<file path="src/rtl/down_counter_timer.sv">
// down_counter_timer: loadable down-counter with a terminal-count pulse.
// Counts a loaded value down on enabled cycles and then either stops in DONE
// or reloads (periodic mode).
// Optional feature macro: DOWN_COUNTER_TIMER_PRESCALE_EN. When it is defined,
// an internal prescaler makes each decrement take PRESCALE enabled cycles.
module down_counter_timer #(
    parameter int WIDTH    = 8,
    parameter int PRESCALE = 4
) (
    input  logic             clk,
    input  logic             reset_n,
    input  logic             load_valid,
    output logic             load_ready,
    input  logic [WIDTH-1:0] load_value,
    input  logic             auto_reload,
    input  logic             enable,
    input  logic             abort,
    output logic [WIDTH-1:0] count,
    output logic             busy,
    output logic             done,
    output logic             tc
);

    typedef enum logic [1:0] {
        ST_IDLE = 2'd0,
        ST_RUN  = 2'd1,
        ST_DONE = 2'd2
    } state_t;

    state_t           r_state;
    logic [WIDTH-1:0] r_count;
    logic [WIDTH-1:0] r_reload;
    logic             r_mode;
    logic             r_busy;
    logic             r_done;
    logic             r_tc;

    logic             w_accept;
    logic             w_run_en;
    logic             w_step;

    // A load can be taken in IDLE or DONE; held low while in reset.
    assign load_ready = reset_n && (r_state != ST_RUN);
    assign w_accept   = load_valid && load_ready;
    assign w_run_en   = (r_state == ST_RUN) && enable;

`ifdef DOWN_COUNTER_TIMER_PRESCALE_EN
    localparam int PW = (PRESCALE > 2) ? $clog2(PRESCALE) : 1;

    logic [PW-1:0] r_presc;
    logic          w_tick;

    assign w_tick = (r_presc == PW'(PRESCALE - 1));
    assign w_step = w_run_en && w_tick;

    // Prescaler: counts enabled RUN cycles, wraps at PRESCALE-1, restarts on load/abort.
    always_ff @(posedge clk or negedge reset_n) begin
        if (!reset_n) begin
            r_presc <= '0;
        end else if (abort || w_accept) begin
            r_presc <= '0;
        end else if (w_run_en) begin
            r_presc <= w_tick ? '0 : r_presc + PW'(1);
        end
    end
`else
    // Without the prescaler every enabled RUN cycle is a step.
    assign w_step = w_run_en;

    // PRESCALE has no effect in this build; this empty block only references it.
    if (PRESCALE < 0) begin : g_presc_unused
    end
`endif

    // Main FSM: abort beats load, load beats stepping; all outputs registered.
    always_ff @(posedge clk or negedge reset_n) begin
        if (!reset_n) begin
            r_state  <= ST_IDLE;
            r_count  <= '0;
            r_reload <= '0;
            r_mode   <= 1'b0;
            r_busy   <= 1'b0;
            r_done   <= 1'b0;
            r_tc     <= 1'b0;
        end else begin
            r_tc <= 1'b0;
            if (abort) begin
                r_state <= ST_IDLE;
                r_count <= '0;
                r_busy  <= 1'b0;
                r_done  <= 1'b0;
            end else if (w_accept) begin
                r_count  <= load_value;
                r_reload <= load_value;
                r_mode   <= auto_reload;
                if (load_value != '0) begin
                    r_state <= ST_RUN;
                    r_busy  <= 1'b1;
                    r_done  <= 1'b0;
                end else begin
                    // A zero load terminates immediately.
                    r_state <= ST_DONE;
                    r_busy  <= 1'b0;
                    r_done  <= 1'b1;
                    r_tc    <= 1'b1;
                end
            end else if (w_step) begin
                if (r_count == WIDTH'(1)) begin
                    r_tc <= 1'b1;
                    if (r_mode) begin
                        r_count <= r_reload;
                    end else begin
                        r_count <= '0;
                        r_state <= ST_DONE;
                        r_busy  <= 1'b0;
                        r_done  <= 1'b1;
                    end
                end else begin
                    r_count <= r_count - WIDTH'(1);
                end
            end
        end
    end

    assign count = r_count;
    assign busy  = r_busy;
    assign done  = r_done;
    assign tc    = r_tc;

endmodule
</file>
<file path="config.mk">
export PLATFORM = sky130hd
export DESIGN_NAME = down_counter_timer
export DESIGN_NICKNAME = d
export VERILOG_FILES = /design/src/rtl/down_counter_timer.sv
export SDC_FILE = /design/constraint.sdc
export NUM_CORES = 1
export LEC_CHECK = 0
export ABC_AREA = 1
export BUFFER_PORTS_ARGS = -buffer_cell sky130_fd_sc_hd__buf_2
export CAP_MARGIN = 20
export CORE_UTILIZATION = 51
export CTS_CLUSTER_SIZE = 12
export DETAILED_ROUTE_END_ITERATION = 6
export GPL_ROUTABILITY_DRIVEN = 0
export HOLD_SLACK_MARGIN = 0.08
export PLACE_DENSITY = 0.75
export SYNTH_ARGS = -nofsm -noshare
export SYNTH_HDL_FRONTEND = slang
export SYNTH_SLANG_ARGS = --single-unit
</file>
<file path="constraint.sdc">
create_clock -name clk -period 1.8 [get_ports clk]
set_clock_uncertainty 0.05 [all_clocks]
set_input_delay 0.09 -clock clk [delete_from_list [all_inputs] [get_ports clk]]
set_output_delay 0.09 -clock clk [all_outputs]
set_load 0.05 [all_outputs]
</file>
==> results of run 1 <==
worst max-delay path, stage by stage (launching register included):
cell and delay, ns:
dfrtp_1 0.42, inv_1 0.12, ha_1 0.15, nand3_1 0.14, nor2_4 0.24, nand2_1 0.08, a211oi_1 0.22
cells in the mapped netlist (2+ instances only):
cell | number | share of area
nor2_1 | 28 | 0.082
dfrtp_1 | 20 | 0.39
inv_1 | 29 | 0.085
nand4_1 | 2 | 0.0097
nand2_2 | 2 | 0.0097
a21oi_1 | 11 | 0.043
nor2_4 | 3 | 0.026
o21ai_0 | 11 | 0.043
inv_2 | 3 | 0.0087
nand3_1 | 18 | 0.070
nor2_2 | 4 | 0.019
ha_1 | 2 | 0.019
o21bai_1 | 5 | 0.029
nand2_1 | 28 | 0.082
through the flow:
stage          setup slack (ns)  hold WS (ns)  power, mW  utilization  area (sq um)
6_report                  0.295        0.0995       1.42        0.675          1550
5_1_grt                   0.143        0.0884       1.51        0.675          1550
3_5_place_dp              0.323        -0.137       1.15        0.629          1450
4_1_cts                   0.294        0.0824       1.41        0.671          1540
3_3_place_gp              0.357        -0.139       1.13        0.629          1450
2_1_floorplan            0.0517        -0.256       1.01            -          1290
path summary, 6_finish.rpt:
check                             from          end  slack, ns
setup / recovery              count[1]           tc       0.30
hold / removal              load_valid           tc        0.1
setup reg to reg              count[1]           tc       0.30
hold reg to reg            r_reload[5]  r_reload[5]       0.46
max in group asynchronous      reset_n         done       0.85
min in group asynchronous      reset_n  r_reload[6]       0.29
metal layers:
| layer | track usage | part of all wire | vias up |
|---|---|---|---|
| li1 | - | - | 625 |
| met1 | 0.317 | 0.46 | 540 |
| met2 | 0.447 | 0.49 | 51 |
| met3 | 0.0261 | 0.040 | 4 |
| met4 | 0.0833 | 0.012 | 0 |
| met5 | 0 | 0 | - |
area by class of cell:
type	count	area, sq um	area share
inverters	32	120	0.0774
repair buffers	33	203	0.131
multi-input cells	122	656	0.423
clock buffers	4	36.3	0.0234
well taps	28	35.0	0.0226
flip-flops and latches	20	502	0.323
layout by cell type, fill, tap and decap left out, types with 2 or more instances in the layout:
| cell | netlist | final |
|---|---|---|
| inv_1 | 29 | 29 |
| nor2_1 | 28 | 28 |
| nand2_1 | 28 | 28 |
| buf_2 | 0 | 25 |
| dfrtp_1 | 20 | 19 |
| nand3_1 | 18 | 18 |
| a21oi_1 | 11 | 11 |
| o21ai_0 | 11 | 11 |
| dlygate4sd3_1 | 0 | 7 |
| o21bai_1 | 5 | 5 |
| nor2_2 | 4 | 4 |
| inv_2 | 3 | 3 |
| nor2_4 | 3 | 3 |
| clkbuf_4 | 0 | 3 |
| nand2_2 | 2 | 2 |
| nand4_1 | 2 | 2 |
| ha_1 | 2 | 2 |
power by group through the flow:
stage | combinational, mW | sequential (mW) | clock (mW)
6_report | 0.562 | 0.597 | 0.260
3_3_place_gp | 0.530 | 0.599 | 0
5_1_grt | 0.617 | 0.608 | 0.289
2_1_floorplan | 0.280 | 0.727 | 0
4_1_cts | 0.558 | 0.595 | 0.261
3_5_place_dp | 0.546 | 0.605 | 0
state kept, by name, indices dropped and copies added, names as in the netlist:
name / count
r_reload: 8
tc: 1
r_mode: 1
r_state: 1
done: 1
count: 8
logic make-up after synthesis:
family                   synth area share
AND/OR/NAND/NOR                     0.349
buffers and inverters               0.102
AO/OA/AOI/OAI                       0.141
flip-flops                          0.389
adder cells (fa/ha/maj)            0.0194
==> flow_results.xml, run 1 <==
<?xml version="1.0" encoding="UTF-8"?>
<metrics>
  <group name="run_status">
    <metric name="status" unit="">finished, final reports clean</metric>
  </group>
  <group name="place">
    <metric name="detailedPlacementHpwl" unit="microns">2260</metric>
    <metric name="placed_cells" unit="">228</metric>
    <metric name="io_buffers" unit="">25</metric>
  </group>
  <group name="min_path">
    <metric name="worstHoldPathCells" unit="">3</metric>
    <metric name="hold_path_class" unit="">in -&gt; reg</metric>
  </group>
  <group name="sta">
    <metric name="final_hold_viol_count" unit="">0</metric>
    <metric name="fmax" unit="GHz">0.665</metric>
    <metric name="report.final.slew_viol_count" unit="">0</metric>
    <metric name="grt_setup_unrepaired" unit="">false</metric>
    <metric name="fin_crit" unit="ns">1.50</metric>
    <metric name="min_period_over_period" unit="">0.836</metric>
    <metric name="timing.max_slew.rel_slack" unit="">0.827</metric>
    <metric name="count_of_endpoints_failing_setup_in_the_final_report" unit="">0</metric>
    <metric name="totalNegativeSetupSlack" unit="ns">0</metric>
    <metric name="worstMarginPinSlew" unit="ns">0.258</metric>
  </group>
  <group name="finish">
    <metric name="non_filler_instances" unit="">239</metric>
    <metric name="antenna-diode-count" unit="">0</metric>
    <metric name="nNetsFinal" unit="">228</metric>
    <metric name="nFillCells" unit="">203</metric>
    <metric name="post_route_cells_drive_above_1_share" unit="">0.232</metric>
    <metric name="areaGrowthSynthToFinish" unit="%">20.5</metric>
  </group>
  <group name="critical_path">
    <metric name="worst_setup_path_end_kind" unit="">flop</metric>
    <metric name="worst_ep_required_time" unit="ns">1.95</metric>
    <metric name="worstPathMaxFanout" unit="">10</metric>
    <metric name="worst-r2r-cell-count" unit="">6</metric>
    <metric name="worstPathArrival" unit="ns">1.65</metric>
    <metric name="cp-start-kind" unit="">flop</metric>
    <metric name="worst_setup_path_category" unit="">reg -&gt; reg</metric>
  </group>
  <group name="floorplan">
    <metric name="die-height" unit="microns">52.2</metric>
    <metric name="io_pins" unit="">26</metric>
    <metric name="rows" unit="">17</metric>
    <metric name="design.core.area" unit="sq mm">0.00230</metric>
    <metric name="fp.dieArea" unit="sq mm">0.00273</metric>
    <metric name="initial_core_util" unit="">0.560</metric>
    <metric name="fp.dieW" unit="microns">52.2</metric>
  </group>
  <group name="route">
    <metric name="route.final.wire_length" unit="microns">2950</metric>
    <metric name="firstDrtPassIters" unit="">4</metric>
    <metric name="drtAntennaViolNets" unit="">0</metric>
    <metric name="post_drt_via_cell_ratio" unit="">5.10</metric>
    <metric name="drc_errors" unit="">0</metric>
    <metric name="drt-initial-drc-count" unit="">29</metric>
    <metric name="route.detailed.wl_per_inst" unit="microns">12.4</metric>
    <metric name="vias" unit="">1220</metric>
  </group>
  <group name="global_routing">
    <metric name="globalRouteTotalUtil" unit="">0.251</metric>
    <metric name="antenna_found_initial" unit="">0</metric>
    <metric name="grt_max_degree" unit="">19</metric>
    <metric name="first_pass_grt_wire_length" unit="microns">4980</metric>
    <metric name="via_count_of_the_first_global_routing_pass" unit="">1130</metric>
    <metric name="gr-total-overflow" unit="">0</metric>
  </group>
  <group name="clocking">
    <metric name="post_cts_buffers" unit="">0</metric>
    <metric name="cts_hold_buf" unit="">6</metric>
    <metric name="cts_buffers" unit="">3</metric>
    <metric name="post_cts.resized_instances" unit="">0</metric>
    <metric name="tritoncts_clock_tree" unit="">done</metric>
    <metric name="clock_tree.root_cell" unit="">clkbuf_4</metric>
    <metric name="htreeDepth" unit="">1</metric>
    <metric name="clkSlewWorstSetupHoldPaths" unit="ns">0.11</metric>
    <metric name="cts-root-to-sink-buffers" unit="">2</metric>
    <metric name="clkSinkCount" unit="">20</metric>
    <metric name="clkLatencyLatePin" unit="ns">0.30</metric>
  </group>
  <group name="logic_synthesis">
    <metric name="postSynthNetCount" unit="">191</metric>
    <metric name="asyncSetResetFlopFracSynth" unit="">1.00</metric>
    <metric name="synthFlopType" unit="">dfrtp_1</metric>
    <metric name="synth_cells" unit="">175</metric>
    <metric name="synth.avg_cell_area" unit="sq um">7.36</metric>
    <metric name="synth_enable_flop_cells" unit="">0</metric>
    <metric name="synth.ff_latch_count" unit="">20</metric>
    <metric name="netlist-cell-type-count" unit="">23</metric>
    <metric name="ys_seq_area_frac" unit="">0.389</metric>
    <metric name="synth_area" unit="sq mm">0.00129</metric>
    <metric name="ys.warnings.count" unit="">0</metric>
  </group>
  <group name="power_and_ir_drop">
    <metric name="power-per-cell-area" unit="mW/mm^2">914</metric>
    <metric name="power_frac_clock" unit="">0.183</metric>
    <metric name="p_switching" unit="mW">0.601</metric>
    <metric name="switching_share" unit="">0.423</metric>
    <metric name="seqPwrFrac" unit="">0.421</metric>
    <metric name="power_frac_comb" unit="">0.396</metric>
    <metric name="internal_power" unit="mW">0.818</metric>
    <metric name="vdd_ir_drop_max" unit="V">0.000632</metric>
    <metric name="p_leak" unit="nW">0.829</metric>
  </group>
  <group name="flow_run">
    <metric name="maxCapViolCount" unit="">0</metric>
  </group>
</metrics>
Power figures use the tool's default switching activity.
==> run 2, diff against run 1 <==
Settings changed: ABC_AREA 1 to 0, CORE_UTILIZATION 51 to 47, PLACE_DENSITY 0.75 to 0.73.
Clock period 1.8 ns to 1.3 ns, I/O delays scaled along.
==> run 2 against run 1 <==
Net effect: the flow now finishes with violations (setup timing); synthesized cell count down 34%; sequential cell count unchanged; critical path depth down 1; critical endpoint is now count[5]; wire length up 52%; sequential share of layout area down 5.9 points; global-route usage up 5.1 points; worst setup slack worse by 0.81 ns; utilization up 17 points.
==> flow_results.xml, run 2 <==
<?xml version="1.0" encoding="UTF-8"?>
<metrics>
  <group name="floorplan">
    <metric name="rows" unit="">17</metric>
    <metric name="fp.dieW" unit="microns">51.9</metric>
    <metric name="io_pins" unit="">26</metric>
    <metric name="initial_core_util" unit="">0.515</metric>
    <metric name="design.core.area" unit="sq mm">0.00228</metric>
    <metric name="fp.dieArea" unit="sq mm">0.00270</metric>
    <metric name="die-height" unit="microns">51.9</metric>
  </group>
  <group name="power_and_ir_drop">
    <metric name="p_switching" unit="mW">0.767</metric>
    <metric name="power_frac_comb" unit="">0.413</metric>
    <metric name="seqPwrFrac" unit="">0.396</metric>
    <metric name="switching_share" unit="">0.369</metric>
    <metric name="power-per-cell-area" unit="mW/mm^2">1070</metric>
    <metric name="vdd_ir_drop_max" unit="V">0.00112</metric>
    <metric name="p_leak" unit="nW">0.893</metric>
    <metric name="internal_power" unit="mW">1.31</metric>
    <metric name="fin_total_pwr" unit="mW">2.08</metric>
    <metric name="power_frac_clock" unit="">0.190</metric>
  </group>
  <group name="finish">
    <metric name="areaGrowthSynthToFinish" unit="%">65.0</metric>
    <metric name="nFillCells" unit="">117</metric>
    <metric name="multi_input_logic_area" unit="sq um">816</metric>
    <metric name="non_filler_instances" unit="">211</metric>
    <metric name="post_route_cells_drive_above_1_share" unit="">0.582</metric>
    <metric name="nNetsFinal" unit="">199</metric>
    <metric name="layout.core_utilization" unit="">0.850</metric>
    <metric name="final-seq-area" unit="sq um">510</metric>
    <metric name="most-common-layout-cells" unit="">26 x buf_4, 23 x buf_2, 12 x dfrtp_1</metric>
    <metric name="layout.cells.most_common" unit="">buf_4</metric>
  </group>
  <group name="clocking">
    <metric name="clock_tree.root_cell" unit="">clkbuf_4</metric>
    <metric name="cts_buffers" unit="">3</metric>
    <metric name="cts-root-to-sink-buffers" unit="">2</metric>
    <metric name="clkSinkCount" unit="">20</metric>
    <metric name="tritoncts_clock_tree" unit="">done</metric>
    <metric name="htreeDepth" unit="">1</metric>
    <metric name="clkSlewWorstSetupHoldPaths" unit="ns">0.14</metric>
    <metric name="clkLatencyLatePin" unit="ns">0.32</metric>
  </group>
  <group name="route">
    <metric name="drt-initial-drc-count" unit="">106</metric>
    <metric name="firstDrtPassIters" unit="">4</metric>
    <metric name="route.final.wire_length" unit="microns">4480</metric>
    <metric name="route.detailed.wl_per_inst" unit="microns">21.2</metric>
    <metric name="vias" unit="">1328</metric>
    <metric name="drtAntennaViolNets" unit="">0</metric>
    <metric name="drc_errors" unit="">0</metric>
    <metric name="post_drt_via_cell_ratio" unit="">6.29</metric>
  </group>
  <group name="min_path">
    <metric name="worstHoldEndpoint" unit="">count[6]</metric>
    <metric name="min_from" unit="">load_value[6]</metric>
    <metric name="worstHoldPathCells" unit="">3</metric>
    <metric name="hold_path_class" unit="">in -&gt; reg</metric>
  </group>
  <group name="global_routing">
    <metric name="globalRouteTotalUtil" unit="">0.302</metric>
    <metric name="grt.busiest_layer" unit="">met2</metric>
    <metric name="grt_max_degree" unit="">21</metric>
    <metric name="antenna_found_initial" unit="">0</metric>
    <metric name="globalRouteMet3Util" unit="">0.0585</metric>
    <metric name="grt.met1_usage" unit="">0.384</metric>
    <metric name="met2_usage" unit="">0.474</metric>
    <metric name="gr-total-overflow" unit="">0</metric>
    <metric name="first_pass_grt_wire_length" unit="microns">5710</metric>
    <metric name="via_count_of_the_first_global_routing_pass" unit="">1194</metric>
  </group>
  <group name="critical_path">
    <metric name="worstReg2RegEnd" unit="">count[5]</metric>
    <metric name="worstPathMaxFanout" unit="">3</metric>
    <metric name="r2r_setup_slack" unit="ns">-0.52</metric>
    <metric name="worst-r2r-cell-count" unit="">5</metric>
    <metric name="startpoint" unit="">count[2]</metric>
    <metric name="worstReg2RegStart" unit="">count[2]</metric>
    <metric name="worstPathArrival" unit="ns">1.97</metric>
    <metric name="worst_ep_required_time" unit="ns">1.45</metric>
    <metric name="worst_setup_path_category" unit="">reg -&gt; reg</metric>
    <metric name="worst_setup_path_end_kind" unit="">flop</metric>
    <metric name="cp-start-kind" unit="">flop</metric>
  </group>
  <group name="logic_synthesis">
    <metric name="asyncSetResetFlopFracSynth" unit="">1.00</metric>
    <metric name="synth.top_cells.by_count" unit="">20 x dfrtp_1, 11 x mux2_2, 8 x nand2_1</metric>
    <metric name="netlist-cell-type-count" unit="">41</metric>
    <metric name="synth_area" unit="sq mm">0.00117</metric>
    <metric name="synth_area_leaders" unit="">dfrtp_1 43%, mux2_2 11%, a22oi_1 2.6%, nand2_1 2.6%, ha_1 2.1%</metric>
    <metric name="netlist.area_leader.share" unit="">0.427</metric>
    <metric name="synth.avg_cell_area" unit="sq um">10.2</metric>
    <metric name="postSynthNetCount" unit="">131</metric>
    <metric name="synth_cells" unit="">115</metric>
    <metric name="synth_enable_flop_cells" unit="">0</metric>
    <metric name="ys_seq_area_frac" unit="">0.427</metric>
    <metric name="synthFlopType" unit="">dfrtp_1</metric>
    <metric name="synth.ff_latch_count" unit="">20</metric>
    <metric name="synth_top_cell_by_area" unit="">dfrtp_1</metric>
    <metric name="yosys.cell_count.top_type" unit="">dfrtp_1</metric>
    <metric name="ys.warnings.count" unit="">0</metric>
  </group>
  <group name="sta">
    <metric name="fin_crit" unit="ns">1.82</metric>
    <metric name="fmax" unit="GHz">0.550</metric>
    <metric name="smallest_setup_slack_after_layout" unit="ns">-0.517</metric>
    <metric name="min_period_over_period" unit="">1.40</metric>
    <metric name="timing.max_slew.rel_slack" unit="">0.375</metric>
    <metric name="report.final.slew_viol_count" unit="">0</metric>
    <metric name="worstMarginPinSlew" unit="ns">0.937</metric>
    <metric name="grt_setup_unrepaired" unit="">true</metric>
    <metric name="final_hold_viol_count" unit="">0</metric>
    <metric name="count_of_endpoints_failing_setup_in_the_final_report" unit="">24</metric>
  </group>
  <group name="flow_run">
    <metric name="maxCapViolCount" unit="">0</metric>
  </group>
  <group name="place">
    <metric name="place_worst_setup_slack" unit="ns">-0.431</metric>
    <metric name="placed_cells" unit="">188</metric>
    <metric name="io_buffers" unit="">25</metric>
    <metric name="detailedPlacementHpwl" unit="microns">2450</metric>
  </group>
  <group name="run_status">
    <metric name="status" unit="">complete, but fails checks</metric>
    <metric name="violations" unit="">setup timing</metric>
  </group>
</metrics>
-- run 2: cell types whose count changed after synthesis, moves of 5 or more --
cell      before  now
nand2_1       28    8
inv_1         29    5
nand3_1       18    3
o21ai_0       11    2
o21bai_1       5    0
nor2_1        28    6
a21oi_1       11    4
mux2_2         0   11
-- run 2: per-stage QoR --
step / hold WS [ns] / setup TNS, ns / cell area, sq um
floorplan: -0.281 / -5.56 / 1240
global placement: 0.00224 / -3.96 / 1560
detailed placement: 0.00654 / -4.95 / 1560
CTS: 0.0810 / -5.17 / 1730
global route: 0.0923 / -6.52 / 1930
finish: 0.0844 / -6.00 / 1930
-- run 2: cell type report --
cell class | instances | share of cell area
well taps | 28 | 0.0181
inverters | 5 | 0.00970
multi-input cells | 85 | 0.422
diodes | 1 | 0.00129
flip-flops and latches | 20 | 0.264
clock buffers | 4 | 0.0188
repair buffers | 68 | 0.266
-- run 2: worst max path at each step --
| stage | to | slack, ns | cells after the start |
|---|---|---|---|
| floorplan | count[7] | -0.51 | 4 |
| global placement | count[7] | -0.36 | 4 |
| detailed placement | count[5] | -0.43 | 5 |
| CTS | count[7] | -0.44 | 4 |
| global route | count[5] | -0.56 | 5 |
| finish | count[5] | -0.52 | 5 |
-- run 2: routing by layer --
layer,vias up,wire length (microns)
met3,27,331
met5,-,0
met2,79,2190
met1,649,1780
li1,573,-
met4,0,180
-- run 2: cells by family (layout without fill, tap and decap cells) --
family / count (synthesis) / in the layout / synth area share
other cells: 0 / 1 / 0
flops: 20 / 20 / 0.427
xor+xnor: 3 / 3 / 0.0224
buf+inv: 11 / 77 / 0.0395
compound gates: 30 / 30 / 0.190
simple gates: 36 / 37 / 0.177
fa+ha+maj: 2 / 2 / 0.0213
mux: 13 / 13 / 0.123
-- run 2: worst max-delay path, cell delays in order (launching register included) --
cell	delay [ns]
dfrtp_2	0.48
or3_4	0.40
buf_4	0.14
o31a_2	0.28
nor4_2	0.25
nor3_1	0.10
-- run 2: power groups by stage --
stage | sequential (mW) | clock [mW] | combinational [mW]
after floorplan | 0.880 | 0 | 0.358
after global placement | 0.802 | 0 | 0.643
after detailed placement | 0.809 | 0 | 0.660
after CTS | 0.797 | 0.376 | 0.704
after global routing | 0.830 | 0.406 | 0.899
final | 0.824 | 0.396 | 0.859
-- run 2: repair_timing --
action	in CTS	in global routing
pin swaps	1	13
setup buffers	0	5
gates cloned	0	1
resized for setup	6	30
endpoints found under the hold margin	34	1
endpoints found under the setup margin	22	42
hold buffers	11	1
==> run 3, diff against run 2 <==
Settings changed: CORE_UTILIZATION 47 to 45, PLACE_DENSITY 0.73 to 0.71, REMOVE_ABC_BUFFERS from default to 1.
==> run 3 against run 2 <==
Net effect: the flow still finishes with violations (setup timing); global-route usage increased by 1.1 points; wire length decreased by 15%; utilization fell by 11 points; final cell count unchanged; via count shrank 5.6%; hold slack gained 0.017 ns; power decreased by 5.8%; sequential power shrank 3.4%; clock power shrank 4%; first-iteration DRC count fell by 58%; sequential share of layout area up 0.81 points.
==> flow_results.xml, run 3 (synthesis gave the netlist of run 2 again) <==
<?xml version="1.0" encoding="UTF-8"?>
<metrics>
  <group name="run_status">
    <metric name="status" unit="">complete, but fails checks</metric>
    <metric name="violations" unit="">setup timing</metric>
  </group>
  <group name="place">
    <metric name="detailedPlacementHpwl" unit="microns">2320</metric>
    <metric name="place_area" unit="sq mm">0.00150</metric>
    <metric name="place_worst_setup_slack" unit="ns">-0.393</metric>
    <metric name="io_buffers" unit="">25</metric>
    <metric name="placed_cells" unit="">189</metric>
  </group>
  <group name="sta">
    <metric name="grt_setup_unrepaired" unit="">true</metric>
    <metric name="finalHoldWorstSlack" unit="ns">0.101</metric>
    <metric name="fmax" unit="GHz">0.579</metric>
    <metric name="final_hold_viol_count" unit="">0</metric>
    <metric name="totalNegativeSetupSlack" unit="ns">-3.84</metric>
    <metric name="timing.max_slew.rel_slack" unit="">0.368</metric>
    <metric name="report.final.slew_viol_count" unit="">0</metric>
    <metric name="count_of_endpoints_failing_setup_in_the_final_report" unit="">20</metric>
    <metric name="fin_crit" unit="ns">1.73</metric>
    <metric name="min_period_over_period" unit="">1.33</metric>
    <metric name="smallest_setup_slack_after_layout" unit="ns">-0.426</metric>
    <metric name="worstMarginPinSlew" unit="ns">0.948</metric>
  </group>
  <group name="critical_path">
    <metric name="worstPathMaxFanout" unit="">3</metric>
    <metric name="worst-r2r-cell-count" unit="">4</metric>
    <metric name="worst_setup_path_end_kind" unit="">flop</metric>
    <metric name="critPathSlowestCell" unit="">or4_4</metric>
    <metric name="timing.critical_path.depth" unit="">4</metric>
    <metric name="worst_setup_path_category" unit="">reg -&gt; reg</metric>
    <metric name="r2r_setup_slack" unit="ns">-0.43</metric>
    <metric name="worstReg2RegStart" unit="">count[2]</metric>
    <metric name="crit_chain" unit="">or3_4 -&gt; or4_4 -&gt; o31ai_4 -&gt; o311ai_2</metric>
    <metric name="critical_path.max_stage_delay" unit="ns">0.44</metric>
    <metric name="startpoint" unit="">count[2]</metric>
    <metric name="cp_top_family" unit="">simple AND/OR/NAND/NOR gates</metric>
    <metric name="cp.buffers_inverters" unit="">0</metric>
    <metric name="worst_ep_required_time" unit="ns">1.45</metric>
    <metric name="cp-start-kind" unit="">flop</metric>
    <metric name="worstReg2RegEnd" unit="">count[7]</metric>
    <metric name="worstPathArrival" unit="ns">1.88</metric>
  </group>
  <group name="global_routing">
    <metric name="first_pass_grt_wire_length" unit="microns">6090</metric>
    <metric name="gr-total-overflow" unit="">0</metric>
    <metric name="antenna_found_initial" unit="">0</metric>
    <metric name="via_count_of_the_first_global_routing_pass" unit="">1300</metric>
    <metric name="grt_max_degree" unit="">21</metric>
    <metric name="globalRouteTotalUtil" unit="">0.314</metric>
  </group>
  <group name="route">
    <metric name="route.final.wire_length" unit="microns">3820</metric>
    <metric name="met3WireLength" unit="microns">253</metric>
    <metric name="drt-initial-drc-count" unit="">45</metric>
    <metric name="vias" unit="">1253</metric>
    <metric name="route.detailed.wl_per_inst" unit="microns">18.1</metric>
    <metric name="drc_errors" unit="">0</metric>
    <metric name="wl_met2" unit="microns">1860</metric>
    <metric name="met1_length" unit="microns">1570</metric>
    <metric name="post_drt_via_cell_ratio" unit="">5.94</metric>
    <metric name="drtAntennaViolNets" unit="">0</metric>
    <metric name="firstDrtPassIters" unit="">4</metric>
    <metric name="route.top_layer_used" unit="">met4</metric>
  </group>
  <group name="clocking">
    <metric name="htreeDepth" unit="">1</metric>
    <metric name="clkLatencyLatePin" unit="ns">0.31</metric>
    <metric name="clkSinkCount" unit="">20</metric>
    <metric name="clock_tree.root_cell" unit="">clkbuf_4</metric>
    <metric name="clkSlewWorstSetupHoldPaths" unit="ns">0.12</metric>
    <metric name="cts-root-to-sink-buffers" unit="">2</metric>
    <metric name="tritoncts_clock_tree" unit="">done</metric>
    <metric name="cts_buffers" unit="">3</metric>
  </group>
  <group name="power_and_ir_drop">
    <metric name="fin_total_pwr" unit="mW">1.96</metric>
    <metric name="vdd_ir_drop_max" unit="V">0.000828</metric>
    <metric name="power-per-cell-area" unit="mW/mm^2">1060</metric>
    <metric name="p_leak" unit="nW">0.875</metric>
  </group>
  <group name="finish">
    <metric name="non_filler_instances" unit="">211</metric>
    <metric name="post_route_cells_drive_above_1_share" unit="">0.492</metric>
    <metric name="most-common-layout-cells" unit="">27 x buf_4, 20 x buf_2, 19 x dfrtp_1</metric>
    <metric name="nNetsFinal" unit="">198</metric>
    <metric name="final_design_area_no_fill" unit="sq mm">0.00184</metric>
    <metric name="layout.core_utilization" unit="">0.744</metric>
    <metric name="layout.cells.most_common" unit="">buf_4</metric>
    <metric name="areaGrowthSynthToFinish" unit="%">57.3</metric>
    <metric name="antenna-diode-count" unit="">0</metric>
  </group>
  <group name="floorplan">
    <metric name="fp.dieArea" unit="sq mm">0.00281</metric>
    <metric name="design.core.area" unit="sq mm">0.00248</metric>
    <metric name="initial_core_util" unit="">0.473</metric>
    <metric name="io_pins" unit="">26</metric>
    <metric name="fp.dieW" unit="microns">53.0</metric>
    <metric name="die-height" unit="microns">53.0</metric>
    <metric name="rows" unit="">18</metric>
  </group>
  <group name="min_path">
    <metric name="hold_path_class" unit="">in -&gt; async</metric>
  </group>
  <group name="flow_run">
    <metric name="maxCapViolCount" unit="">0</metric>
  </group>
</metrics>
-- run 3: layout make-up --
| type | count | area [sq um] |
|---|---|---|
| Timing Repair Buffer | 67 | 517 |
| Sequential cell | 20 | 502 |
| Inverter | 5 | 18.8 |
| Clock buffer | 4 | 36.3 |
| Tap cell | 30 | 37.5 |
| Fill cell | 168 | 633 |
| Multi-Input combinational cell | 85 | 733 |
-- run 3: what timing repair did --
action                                  4_1_cts  5_1_grt
hold endpoints to repair                     39        0
gates resized for setup                      18       23
hold buffers                                 11        0
setup buffers                                 3        4
cloned                                        1        0
pin swaps                                     1        4
endpoints found under the setup margin       22       45
-- run 3: per-layer routing --
layer	global-route usage	vias up
li1	-	569
met1	0.395	601
met2	0.487	67
met3	0.0603	16
met4	0.197	0
met5	0	-
-- run 3: worst max-delay path by stage --
stage,end,slack [ns]
finish,count[7],-0.43
global route,count[7],-0.50
CTS,count[7],-0.41
detailed placement,count[7],-0.39
global placement,count[7],-0.35
floorplan,count[7],-0.63
-- run 3: worst min-delay path: stages --
cell and delay [ns]:
buf_2 0.09, buf_4 0.10, dlymetal6s4s_1 0.80
-- run 3: power breakdown --
| group | internal (mW) | switching, mW |
|---|---|---|
| logic | 0.391 | 0.391 |
| registers | 0.710 | 0.0857 |
| clock network | 0.171 | 0.208 |
| total | 1.27 | 0.685 |
